### src/rtl/scan_dpram.sv
// Dual-port RAM with synchronised switch-driven writes, a self-scanning read port,
// and a post-reset zero-fill that clears the array before reads become valid.
module scan_dpram #(
   parameter int DW     = 8,
   parameter int AW     = 5,
   parameter int TICK   = 25000000,
   parameter int SYNC   = 2,
   parameter int BYPASS = 1
) (
   input  logic          Clock,
   input  logic          Reset,
   input  logic          wr_en_in,
   input  logic [AW-1:0] wr_addr_in,
   input  logic [DW-1:0] wr_data_in,
   input  logic          scan_en,
   output logic          wr_en_q,
   output logic [AW-1:0] wr_addr_q,
   output logic [DW-1:0] wr_data_q,
   output logic [AW-1:0] rd_addr,
   output logic [DW-1:0] rd_data,
   output logic          rd_valid,
   output logic          busy
);

   localparam int DEPTH = 1 << AW;
   localparam int CW    = (TICK > 1) ? $clog2(TICK) : 1;

   typedef enum logic {INIT, RUN} state_t;

   state_t        state;
   logic [AW-1:0] fill;
   logic [CW-1:0] prescale;
   logic          tick;
   logic          collide;

   logic          en_sync   [SYNC];
   logic [AW-1:0] addr_sync [SYNC];
   logic [DW-1:0] data_sync [SYNC];

   logic [DW-1:0] mem [DEPTH];
   logic          mem_we;
   logic [AW-1:0] mem_waddr;
   logic [DW-1:0] mem_wdata;

   // Switch inputs are asynchronous; reset flushes the whole chain to zero.
   always_ff @(posedge Clock) begin
      if (Reset) begin
         for (int i = 0; i < SYNC; i++) begin
            en_sync[i]   <= 1'b0;
            addr_sync[i] <= '0;
            data_sync[i] <= '0;
         end
      end else begin
         en_sync[0]   <= wr_en_in;
         addr_sync[0] <= wr_addr_in;
         data_sync[0] <= wr_data_in;
         for (int i = 1; i < SYNC; i++) begin
            en_sync[i]   <= en_sync[i-1];
            addr_sync[i] <= addr_sync[i-1];
            data_sync[i] <= data_sync[i-1];
         end
      end
   end

   assign wr_en_q   = en_sync[SYNC-1];
   assign wr_addr_q = addr_sync[SYNC-1];
   assign wr_data_q = data_sync[SYNC-1];

   // The write port belongs to the zero-fill during INIT and to the user in RUN.
   always_comb begin
      mem_we    = 1'b0;
      mem_waddr = wr_addr_q;
      mem_wdata = wr_data_q;
      if (!Reset) begin
         if (state == INIT) begin
            mem_we    = 1'b1;
            mem_waddr = fill;
            mem_wdata = '0;
         end else if (wr_en_q) begin
            mem_we = 1'b1;
         end
      end
   end

   always_ff @(posedge Clock) begin
      if (mem_we) begin
         mem[mem_waddr] <= mem_wdata;
      end
   end

   assign tick    = (prescale == CW'(TICK - 1));
   assign collide = wr_en_q && (wr_addr_q == rd_addr);

   // Sequencer, scan prescaler and registered read; the read uses the
   // pre-increment address even when a tick lands in the same cycle.
   always_ff @(posedge Clock) begin
      if (Reset) begin
         state    <= INIT;
         fill     <= '0;
         prescale <= '0;
         rd_addr  <= '0;
         rd_data  <= '0;
         rd_valid <= 1'b0;
         busy     <= 1'b1;
      end else begin
         case (state)
            INIT: begin
               fill <= fill + AW'(1);
               if (fill == '1) begin
                  state <= RUN;
                  busy  <= 1'b0;
               end
            end
            RUN: begin
               if (scan_en) begin
                  if (tick) begin
                     prescale <= '0;
                     rd_addr  <= rd_addr + AW'(1);
                  end else begin
                     prescale <= prescale + CW'(1);
                  end
               end
               rd_valid <= 1'b1;
               if ((BYPASS != 0) && collide) begin
                  rd_data <= wr_data_q;
               end else begin
                  rd_data <= mem[rd_addr];
               end
            end
            default: state <= INIT;
         endcase
      end
   end

endmodule

### config.mk
export PLATFORM = sky130hd
export DESIGN_NAME = scan_dpram
export DESIGN_NICKNAME = d
export VERILOG_FILES = /design/src/rtl/scan_dpram.sv
export SDC_FILE = /design/constraint.sdc
export NUM_CORES = 1
export LEC_CHECK = 0
export ABC_CLOCK_PERIOD_IN_PS = 5940
export CAP_MARGIN = 20
export CORE_MARGIN = 3
export CORE_UTILIZATION = 65
export CTS_BUF_LIST = sky130_fd_sc_hd__clkbuf_16
export CTS_CLUSTER_SIZE = 14
export DETAILED_ROUTE_END_ITERATION = 16
export GPL_TIMING_DRIVEN = 1
export PLACE_DENSITY = 0.84
export SYNTH_ARGS = -nofsm -noshare
export SYNTH_HDL_FRONTEND = slang
export SYNTH_SLANG_ARGS = --single-unit
### constraint.sdc
create_clock -name Clock -period 5.94 [get_ports Clock]
set_input_delay 1.485 -clock Clock [delete_from_list [all_inputs] [get_ports Clock]]
set_output_delay 1.485 -clock Clock [all_outputs]
set_load 0.01 [all_outputs]
==> results.md, run 1 <==
- Status: finished clean
- Core Region: 19600 um2
- Commonest non-fill, non-tap cell in the layout: edfxtp_1
- Hold depth: 1
- Area delta synth->final: 13.2%
- Crit path DAT: ~2.3 ns
- CP max-delay cell: dfxtp_2
- Period utilization: 0.634
- CP endpoint kind: primary output
- Clock Path Buffers: 3
- Drt drc: 0
- Slew Viols, Final: 0
- Via/cell ratio: between 6 and 7
- IO Pins: between 40 and 50
- Fin util: 0.755
- CTS Sinks: 330
- Cell Area, Synth: between 10000 and 15000 um2
- Async set or reset register ratio after synthesis: 0
- CTS Buf Count: 35
- Layout cell share with drive strength beyond 1: 0.168
- Startpoint types: flop
- Clock Skew: ~0.025 ns
- ANT cells: 0
- First-pass GRT wire length: 46200 um
- Starting Density: 0.667
- Switching Share: 0.203
- Hold Buf Count CTS: 0
- Setup violations, final: 0
- Total number of H-tree levels: 2
- Clk network pwr share: 0.440
- Register share of total power: 0.535
- RePlAce Congestion: 0.925
- Routed wire per std cell: 25.9 um
- Slew HR: 0.257
- Register area share after synthesis: 0.702
- Req. time, crit path: 4.45 ns
- Root buf cell: clkbuf_16
- Int Power: 3740 uW
- Placed instance area: 13700 um2
- PwrDens: 317 nW/um2
- Vias: 7456
- Buffers on Ports: 45
- CTS tree: built
- Setup TNS: 0 ns
- Grt total ovfl: 0
- DP Worst Slack: 1.88 ns
- Max-cap violations: 0
- Leakage: 0.00482 uW
- Fin nets: 872
- Psw: around 950 uW
- Comb power frac: 0.025
- Final Worst Setup Slack: around 2.2 ns
- CTS resizes: 0
- Top cell family by delay on the critical path: flip-flops
- WL final: 29500 um
- Row count: between 50 and 60
- Syn avg cell area: approximately 16 um2
- Die ar.: roughly 22000 um2
- WS Path Type: reg2out
- Die X: between 100 and 150 um
- Post-CTS setup buffers: 0
- CP peak stage delay: between 1 and 1.5 ns
- Syn Inst Count: 808
- Reg clk slew, reported paths: 0.06 ns
- Antenna Nets Post-Route: 0
- Vias in the first global route: approximately 7700
- Post-synth EDFFs: roughly 260
- CP max FO: between 40 and 50
- Largest net degree at the start of global routing: 56
- Synth cell types: 55
- CP Depth: 1
- Final instance area: 14800 um2
- FF-to-FF path depth: 6
- CP bufs+invs: 1
- Fin. Hold Viols: 0
- Detailed Place HPWL: between 15000 and 20000 um
- Syn. warnings: 0
- VDD IR-drop max: 0.000316 V
- Clk_lat worst skew: 0.52 ns
- Worst Tran Pin Value: 1.11 ns
- Peak Freq: 0.266 GHz
- Initial antenna violation count: 0
- Most frequent cells in the layout: edfxtp_1 (256), nor2_1 (90), dfxtp_1 (71), mux4_2 (47)
- Die Y: between 100 and 150 um
- R2R Setup Slk: about 2.6 ns
- CP Cell Sequence: clkdlybuf4s50_1
- Total nets after synthesis: 829
- Main synth FF type: edfxtp_1
- Hold Crit Class: reg2reg
- GRT Util Overall: 0.282
- 1st-iter DRT viols: 980
- Min cycle time layout: 3.77 ns
- Length of the first detailed-routing pass in iterations: 7
- Seq cells post-synth: 330
- Unrepaired setup endpoints after global routing: no
-- cells by family (layout without fill, tap and decap cells) --
group | Yosys count | count (layout) | share of synthesized area
AOI/OAI and AO/OA | 79 | 79 | 0.0497
xor gates and xnor gates | 31 | 31 | 0.0208
adders and majority gates | 4 | 4 | 0.00383
buffers and inverters | 58 | 124 | 0.0233
DFF | 330 | 330 | 0.702
muxes | 98 | 98 | 0.122
and+or+nand+nor | 208 | 208 | 0.0792
-- power by group through the flow --
stage	clock network, uW	logic (uW)	registers, uW
2_1_floorplan	0	70.4	2550
3_3_place_gp	0	109	2560
3_5_place_dp	0	115	2560
4_1_cts	2080	117	2510
5_1_grt	2170	125	2510
6_report	2060	118	2510
-- through the flow --
stage / std cells / power [uW] / hold slack [ns]
global placement: 1078 / 2660 / 0.418
detailed placement: 1079 / 2670 / 0.422
CTS: 1139 / 4710 / 0.436
finish: 1139 / 4690 / 0.435
floorplan: 808 / 2620 / 0.414
global route: 1139 / 4810 / 0.457
-- final cells by class --
class | count | area [um2]
multi-input combinational | 420 | 3620
inverter | 7 | 26.3
sequential | 330 | 9180
tap | 265 | 332
clock inverter | 22 | 145
timing repair buffer | 57 | 539
clock buffer | 38 | 951
fill | 1054 | 4800
-- flip-flops by register name (all words and copies together) (netlist names), 2 cells and up --
name	count
data_sync	16
fill	5
en_sync	2
mem	256
addr_sync	10
rd_addr	5
rd_data	8
prescale	25
-- Yosys cell counts (all sizes together), types with 8 or more instances --
| cell | n | share of area |
|---|---|---|
| a2111oi | 8 | 0.0092 |
| a21oi | 10 | 0.0038 |
| buf | 36 | 0.017 |
| clkbuf | 15 | 0.0043 |
| dfxtp | 74 | 0.11 |
| edfxtp | 256 | 0.59 |
| mux2i | 45 | 0.035 |
| mux4 | 47 | 0.081 |
| nand2 | 19 | 0.0055 |
| nand3 | 21 | 0.0080 |
| nor2 | 91 | 0.027 |
| nor2b | 38 | 0.018 |
| nor4 | 9 | 0.0048 |
| o21ai | 15 | 0.0057 |
| o221ai | 8 | 0.0054 |
| o22ai | 9 | 0.0043 |
| xnor2 | 10 | 0.0067 |
| xor2 | 21 | 0.014 |
-- worst paths after layout --
path | start | to
worst max-delay path | rd_addr[2] | rd_addr[2]
worst min-delay path | data_sync[0][6] | data_sync[0][14]
worst max register to register | rd_addr[2] | rd_data[0]
worst min register to register | data_sync[0][6] | data_sync[0][14]
-- layer usage --
| layer | GRT usage | vias up | routed length [um] |
|---|---|---|---|
| li1 | - | 3188 | - |
| met1 | 0.376 | 3696 | 11000 |
| met2 | 0.467 | 469 | 14700 |
| met3 | 0.0497 | 103 | 2450 |
| met4 | 0.117 | 0 | 1310 |
| met5 | 0 | - | 0 |
Note: power is estimated with default switching activity, not from simulation.
==> run 2, diff against run 1 <==
Settings changed: ABC_CLOCK_PERIOD_IN_PS 5940 to 3120, CORE_UTILIZATION 65 to 55, PLACE_DENSITY 0.84 to 0.76.
Clock period 5.94 ns to 3.12 ns, I/O delays scaled along.
==> run 2 against run 1 <==
  * Register-to-register slack worse by 2.0 ns
  * Critical path depth rose by 1
  * Design area up 3.1%
  * Final cell count up 8.0%
  * Combinational power is 95% higher
  * Count of clock-buffer cells in the layout is 3 lower
  * Sequential share of layout area shrank 1.9 points
  * Setup slack got worse by 1.8 ns
  * Utilization is 9.1 points lower
  * Die area rose by 17%
  * First-iteration DRC count shrank 19%
  * Critical endpoint is now rd_addr[0]
  * Largest power group unchanged
==> results.md, run 2 (synthesis gave the netlist of run 1 again) <==
- GRT Util Overall: 0.219 (was 0.282)
- Largest net degree at the start of global routing: 42 (was 56)
- Core Region: 23000 um2 (was 19600 um2)
- Total number of H-tree levels: 2 (unchanged)
- Period utilization: 0.893
- WL final: 27900 um (was 29500 um)
- Min cycle time layout: 2.79 ns
- Row count: 55 (was 51)
- Fin. Hold Viols: 0 (unchanged)
- Crit path DAT: 2.01 ns (was 2.28 ns)
- CTS tree: built (unchanged)
- CP max-delay cell: dfxtp_4 (was dfxtp_2)
- CP bufs+invs: 2 (was 1)
- Length of the first detailed-routing pass in iterations: 5 (was 7)
- Setup violations, final: 0 (unchanged)
- Reg clk slew, reported paths: 0.06 ns (about the same)
- CTS resizes: 0 (unchanged)
- Clock Path Buffers: 3 (unchanged)
- CP peak stage delay: 0.67 ns (was 1.05 ns)
- Die Y: 160 um (was 148 um)
- Initial antenna violation count: 0 (unchanged)
- Most frequent cells in the layout: edfxtp_1 (256), nor2_1 (90), dfxtp_1 (71), mux4_2 (47), buf_4 (46) (was edfxtp_1 (256), nor2_1 (90), dfxtp_1 (71), mux4_2 (47))
- RePlAce Congestion: 0.900 (was 0.925)
- Clk_lat worst skew: 0.51 ns (was 0.52 ns)
- Top cell family by delay on the critical path: buffers and inverters (was flip-flops)
- Starting Density: 0.569 (was 0.667)
- Buffers on Ports: 45 (unchanged)
- Slew Viols, Final: 0 (unchanged)
- Max FFs per register: 256 (unchanged)
- Commonest non-fill, non-tap cell in the layout: edfxtp_1 (unchanged)
- First-pass GRT wire length: 43500 um (was 46200 um)
- Drt drc: 0 (unchanged)
- Vias: 7327 (was 7456)
- Setup TNS: 0 ns (unchanged)
- Leakage: 0.00506 uW (was 0.00482 uW)
- Fin nets: 911 (was 872)
- Grt total ovfl: 0 (unchanged)
- Post-CTS setup buffers: 0 (unchanged)
- CP Cell Sequence: buf_12, clkdlybuf4s50_1 (was clkdlybuf4s50_1)
- CP max FO: 21 (was 43)
- IO Pins: 46 (unchanged)
- Largest regs: mem (256), prescale (25), data_sync (16) (unchanged)
- PwrDens: 590 nW/um2 (was 317 nW/um2)
- Startpoint types: flop (unchanged)
- VDD IR-drop max: 0.000479 V (was 0.000316 V)
- Root buf cell: clkbuf_16 (unchanged)
- Hold Buf Count CTS: 0 (unchanged)
- Slew HR: 0.415 (was 0.257)
- 1st-iter DRT viols: 790 (was 980)
- Die ar.: 25600 um2 (was 21800 um2)
- CTS Sinks: 330 (unchanged)
- Peak Freq: 0.359 GHz
- Unrepaired setup endpoints after global routing: no (unchanged)
- Clock Skew: 0.0135 ns (was 0.0247 ns)
- WS Path Type: reg2out (unchanged)
- Layout cell share with drive strength beyond 1: 0.201 (was 0.168)
- Antenna Nets Post-Route: 0 (unchanged)
- Max-cap violations: 0 (unchanged)
- Hold slack: 0.435 ns (about the same)
- Largest reg by FF count: mem (unchanged)
- Hold Crit Class: reg2reg (unchanged)
- Routed wire per std cell: 22.7 um (was 25.9 um)
- Status: finished clean (unchanged)
- CTS Buf Count: 34 (was 35)
- Vias in the first global route: 7528 (was 7703)
- Die X: 160 um (was 148 um)
- Area delta synth->final: 16.8% (was 13.2%)
- Worst Tran Pin Value: 0.869 ns (was 1.11 ns)
- CP endpoint kind: primary output (unchanged)
- Req. time, crit path: 2.34 ns (was 4.45 ns)
- Via/cell ratio: 5.96 (was 6.55)
- Detailed Place HPWL: 18100 um (was 17800 um)
## run 2: cell types whose count changed in the layout (fill, tap and decap cells not counted), sizes merged, moves of 2 or more
cell    change
clkbuf      -3
bufinv      +3
buf        +40
clkinv      +2
## run 2: power breakdown
part	switching, uW	internal (uW)
Combinational	133	97.2
Clock	1620	2380
Sequential	23.6	4750
Total	1770	7230
## run 2: worst paths after layout
kind | from | to | slack, ns | cells after the start
setup / recovery | rd_addr[0] | rd_addr[0] | 0.33 | 2
hold / removal | data_sync[0][5] | data_sync[0][13] | 0.44 | 1
setup reg to reg | state | rd_data[5] | 0.60 | 7
hold reg to reg | data_sync[0][5] | data_sync[0][13] | 0.44 | 1
## run 2: final cells by class
type | instances | area [um2]
flip-flops and latches | 330 | 9180
diodes | 1 | 2.50
well taps | 313 | 392
inverters | 7 | 26.3
clock buffers | 35 | 876
fillers | 1521 | 7730
multi-input cells | 420 | 3610
repair buffers | 97 | 926
clock inverters | 27 | 246
## run 2: per-layer routing
| metal | wire (um) | GRT usage | share of wire |
|---|---|---|---|
| met1 | 11300 | 0.296 | 0.41 |
| met2 | 13900 | 0.363 | 0.50 |
| met3 | 2000 | 0.0402 | 0.072 |
| met4 | 695 | 0.0738 | 0.025 |
| met5 | 0 | 0 | 0 |
## run 2: per-stage QoR
| step | setup slack [ns] | utilization | instance area (um2) | instances | power (uW) |
|---|---|---|---|---|---|
| floorplan | 0.471 | - | 13100 | 808 | 4990 |
| global placement | 0.301 | 0.613 | 14100 | 1165 | 5080 |
| detailed placement | 0.181 | 0.613 | 14100 | 1165 | 5090 |
| CTS | 0.269 | 0.661 | 15200 | 1227 | 9040 |
| global route | 0.236 | 0.664 | 15300 | 1229 | 9250 |
| finish | 0.334 | 0.664 | 15300 | 1230 | 9000 |
==> run 3, diff against run 2 <==
==> constraint.sdc (replaced) <==
create_clock -name Clock -period 3.12 [get_ports Clock]
set_input_delay 0.312 -clock Clock [delete_from_list [all_inputs] [get_ports Clock]]
set_output_delay 0.312 -clock Clock [all_outputs]
set_load 0.01 [all_outputs]
==> run 3 against run 2 <==
  * Clock power down 7.7%
  * First-iteration DRC count rose by 15%
  * Final cell count shrank 1.7%
  * Worst hold slack got worse by 0.14 ns
  * Sequential share of layout area increased by 1.2 points
  * Design area shrank 1.9%
  * Utilization fell by 1.3 points
  * Largest power group unchanged
==> results.md, run 3 (synthesis gave the netlist of run 1 again) <==
- Status: finished clean (unchanged)
- Peak Freq: 0.378 GHz (was 0.359 GHz)
- Setup TNS: 0 ns (unchanged)
- Area delta synth->final: 14.6% (was 16.8%)
- Total power: 8690 uW (was 9000 uW)
- PwrDens: 580 nW/um2 (was 590 nW/um2)
- Fin. Hold Viols: 0 (unchanged)
- Met3 usage in global routing: 0.0387 (was 0.0402)
- Critical Path Source: rd_addr[2] (was rd_addr[0])
- Max-cap violations: 0 (unchanged)
- Length of the first detailed-routing pass in iterations: 8 (was 5)
- CP max-delay cell: dfxtp_2 (was dfxtp_4)
- Routed wire per std cell: 24.1 um (was 22.7 um)
- Hold Buf Count CTS: 0 (unchanged)
- Most frequent cells in the layout: edfxtp_1 (256), nor2_1 (90), dfxtp_1 (71), mux4_2 (47) (was edfxtp_1 (256), nor2_1 (90), dfxtp_1 (71), mux4_2 (47), buf_4 (46))
- Clock Path Buffers: 3 (unchanged)
- Grt total ovfl: 0 (unchanged)
- Commonest non-fill, non-tap cell in the layout: edfxtp_1 (unchanged)
- CP max FO: 17 (was 21)
- CP Depth: 6 (was 2)
- CTS Buf Count: 31 (was 34)
- CTS resizes: 0 (unchanged)
- Clock Skew: 0.0221 ns (was 0.0135 ns)
- R2r endpoint: rd_data[2] (was rd_data[5])
- WL final: 29100 um (was 27900 um)
- Final instance area: 15000 um2 (was 15300 um2)
- FF-to-FF path depth: 6 (was 7)
- IO Pins: 46 (unchanged)
- CTS Sinks: 330 (unchanged)
- First-pass GRT wire length: 44500 um (was 43500 um)
- Antenna Nets Post-Route: 0 (unchanged)
- Starting Density: 0.569 (unchanged)
- Worst r2r src: rd_addr[2] (was state)
- Die ar.: 25600 um2 (unchanged)
- Max FFs per register: 256 (unchanged)
- Period utilization: 0.848 (was 0.893)
- Slew HR: 0.377 (was 0.415)
- R2R Setup Slk: 0.47 ns (was 0.60 ns)
- Top Usage Layer GRT: met2 (unchanged)
- Fin nets: 892 (was 911)
- CP peak stage delay: 0.63 ns (was 0.67 ns)
- Clk_lat worst skew: 0.57 ns (was 0.51 ns)
- Detailed Place HPWL: 17800 um (was 18100 um)
- CP Cell Sequence: nand3b_1, o221ai_1, a21oi_1, o21ai_0, o21ai_1, a2111oi_2 (was buf_12, clkdlybuf4s50_1)
- Vias in the first global route: 7500 (was 7528)
- Worst Tran Pin Value: 0.931 ns (was 0.869 ns)
- GRT Util Overall: 0.224 (was 0.219)
- Post-CTS setup buffers: 0 (unchanged)
- M1 GR Usage: 0.300 (was 0.296)
- ANT cells: 0 (was 1)
- VDD IR-drop max: 0.000504 V (was 0.000479 V)
- # fillers: 1556 (was 1521)
- Largest reg by FF count: mem (unchanged)
- Die Y: 160 um (unchanged)
- DP Worst Slack: 0.528 ns (was 0.181 ns)
- Total number of H-tree levels: 1 (was 2)
- RePlAce Congestion: 0.914 (was 0.900)
- Hold Crit Class: in2reg (was reg2reg)
- Row count: 55 (unchanged)
- Die X: 160 um (unchanged)
- CP bufs+invs: 0 (was 2)
- CP endpoint kind: flop (was primary output)
- Via/cell ratio: 6.10 (was 5.96)
- 1st-iter DRT viols: 912 (was 790)
- WS Path Type: reg2reg (was reg2out)
- Leakage: 0.00492 uW (was 0.00506 uW)
- Slew Viols, Final: 0 (unchanged)
- Unrepaired setup endpoints after global routing: no (unchanged)
- Largest regs: mem (256), prescale (25), data_sync (16) (unchanged)
- Vias: 7375 (was 7327)
- Reg clk slew, reported paths: 0.06 ns (about the same)
- CTS tree: built (unchanged)
- Startpoint types: flop (unchanged)
- Setup violations, final: 0 (unchanged)
- Top cell family by delay on the critical path: compound AO/OA/AOI/OAI gates (was buffers and inverters)
- Drt drc: 0 (unchanged)
- Layout cell share with drive strength beyond 1: 0.184 (was 0.201)
- Buffers on Ports: 45 (unchanged)
- Placed instance area: 13900 um2 (was 14100 um2)
- Initial antenna violation count: 0 (unchanged)
- Min cycle time layout: 2.65 ns (was 2.79 ns)
- Final Worst Setup Slack: 0.474 ns (was 0.334 ns)
- GR Util met2: 0.384 (was 0.363)
- CP Capture Point: rd_data[2] (was rd_addr[0])
- Req. time, crit path: 3.56 ns (was 2.34 ns)
- Largest net degree at the start of global routing: 56 (was 42)
- Crit path DAT: 3.08 ns (was 2.01 ns)
- Core Region: 23000 um2 (unchanged)
- Root buf cell: clkbuf_16 (unchanged)
==> run 3: cell types whose count changed in the layout (fill, tap and decap cells not counted), sizes merged <==
| cell | before | now |
|---|---|---|
| clkbuf | 35 | 32 |
| diode | 1 | 0 |
| inv | 14 | 18 |
| buf | 53 | 37 |
| clkinv | 14 | 10 |
| bufinv | 4 | 3 |
==> run 3: where the power goes <==
| part | switching (uW) | total [uW] | internal [uW] |
|---|---|---|---|
| clock network | 1580 | 3690 | 2110 |
| registers | 24.1 | 4770 | 4750 |
| logic | 139 | 230 | 91.3 |
| total | 1740 | 8690 | 6950 |
==> run 3: metal layers <==
layer,wire [um],vias to the layer above
li1,-,3228
met1,11300,3734
met2,14900,358
met3,2250,55
met4,708,0
met5,0,-
==> run 3: how the worst min path moves through the flow <==
| stage | from | endpoint | slack (ns) | cells past startpoint |
|---|---|---|---|---|
| 2_1_floorplan | addr_sync[0][0] | addr_sync[0][5] | 0.41 | 1 |
| 3_3_place_gp | addr_sync[0][0] | addr_sync[0][5] | 0.42 | 1 |
| 3_5_place_dp | data_sync[0][6] | data_sync[0][14] | 0.42 | 1 |
| 4_1_cts | wr_en_in | en_sync[0][0] | 0.28 | 2 |
| 5_1_grt | wr_addr_in[1] | addr_sync[0][1] | 0.29 | 2 |
| 6_report | wr_data_in[7] | data_sync[0][7] | 0.30 | 2 |
==> run 3: area by class of cell <==
class,count,area (um2),area share
Sequential cell,330,9180,0.613
Clock buffer,32,801,0.0535
Tap cell,313,392,0.0262
Clock inverter,26,205,0.0137
Inverter,7,26.3,0.00176
Timing Repair Buffer,81,756,0.0505
Multi-Input combinational cell,420,3610,0.241
==> run 3: metrics by stage <==
step	hold WS, ns	instances	util
floorplan	0.414	808	-
global placement	0.417	1149	0.606
detailed placement	0.424	1149	0.606
CTS	0.283	1207	0.649
global route	0.287	1209	0.651
finish	0.297	1209	0.651
==> run 3: worst reg2reg max path, stage by stage, from the launching register on <==
cell and delay (ns):
dfxtp_2 0.63, nand3b_1 0.59, o221ai_1 0.44, a21oi_1 0.09, o21ai_0 0.16, o21ai_1 0.16, a2111oi_2 0.46
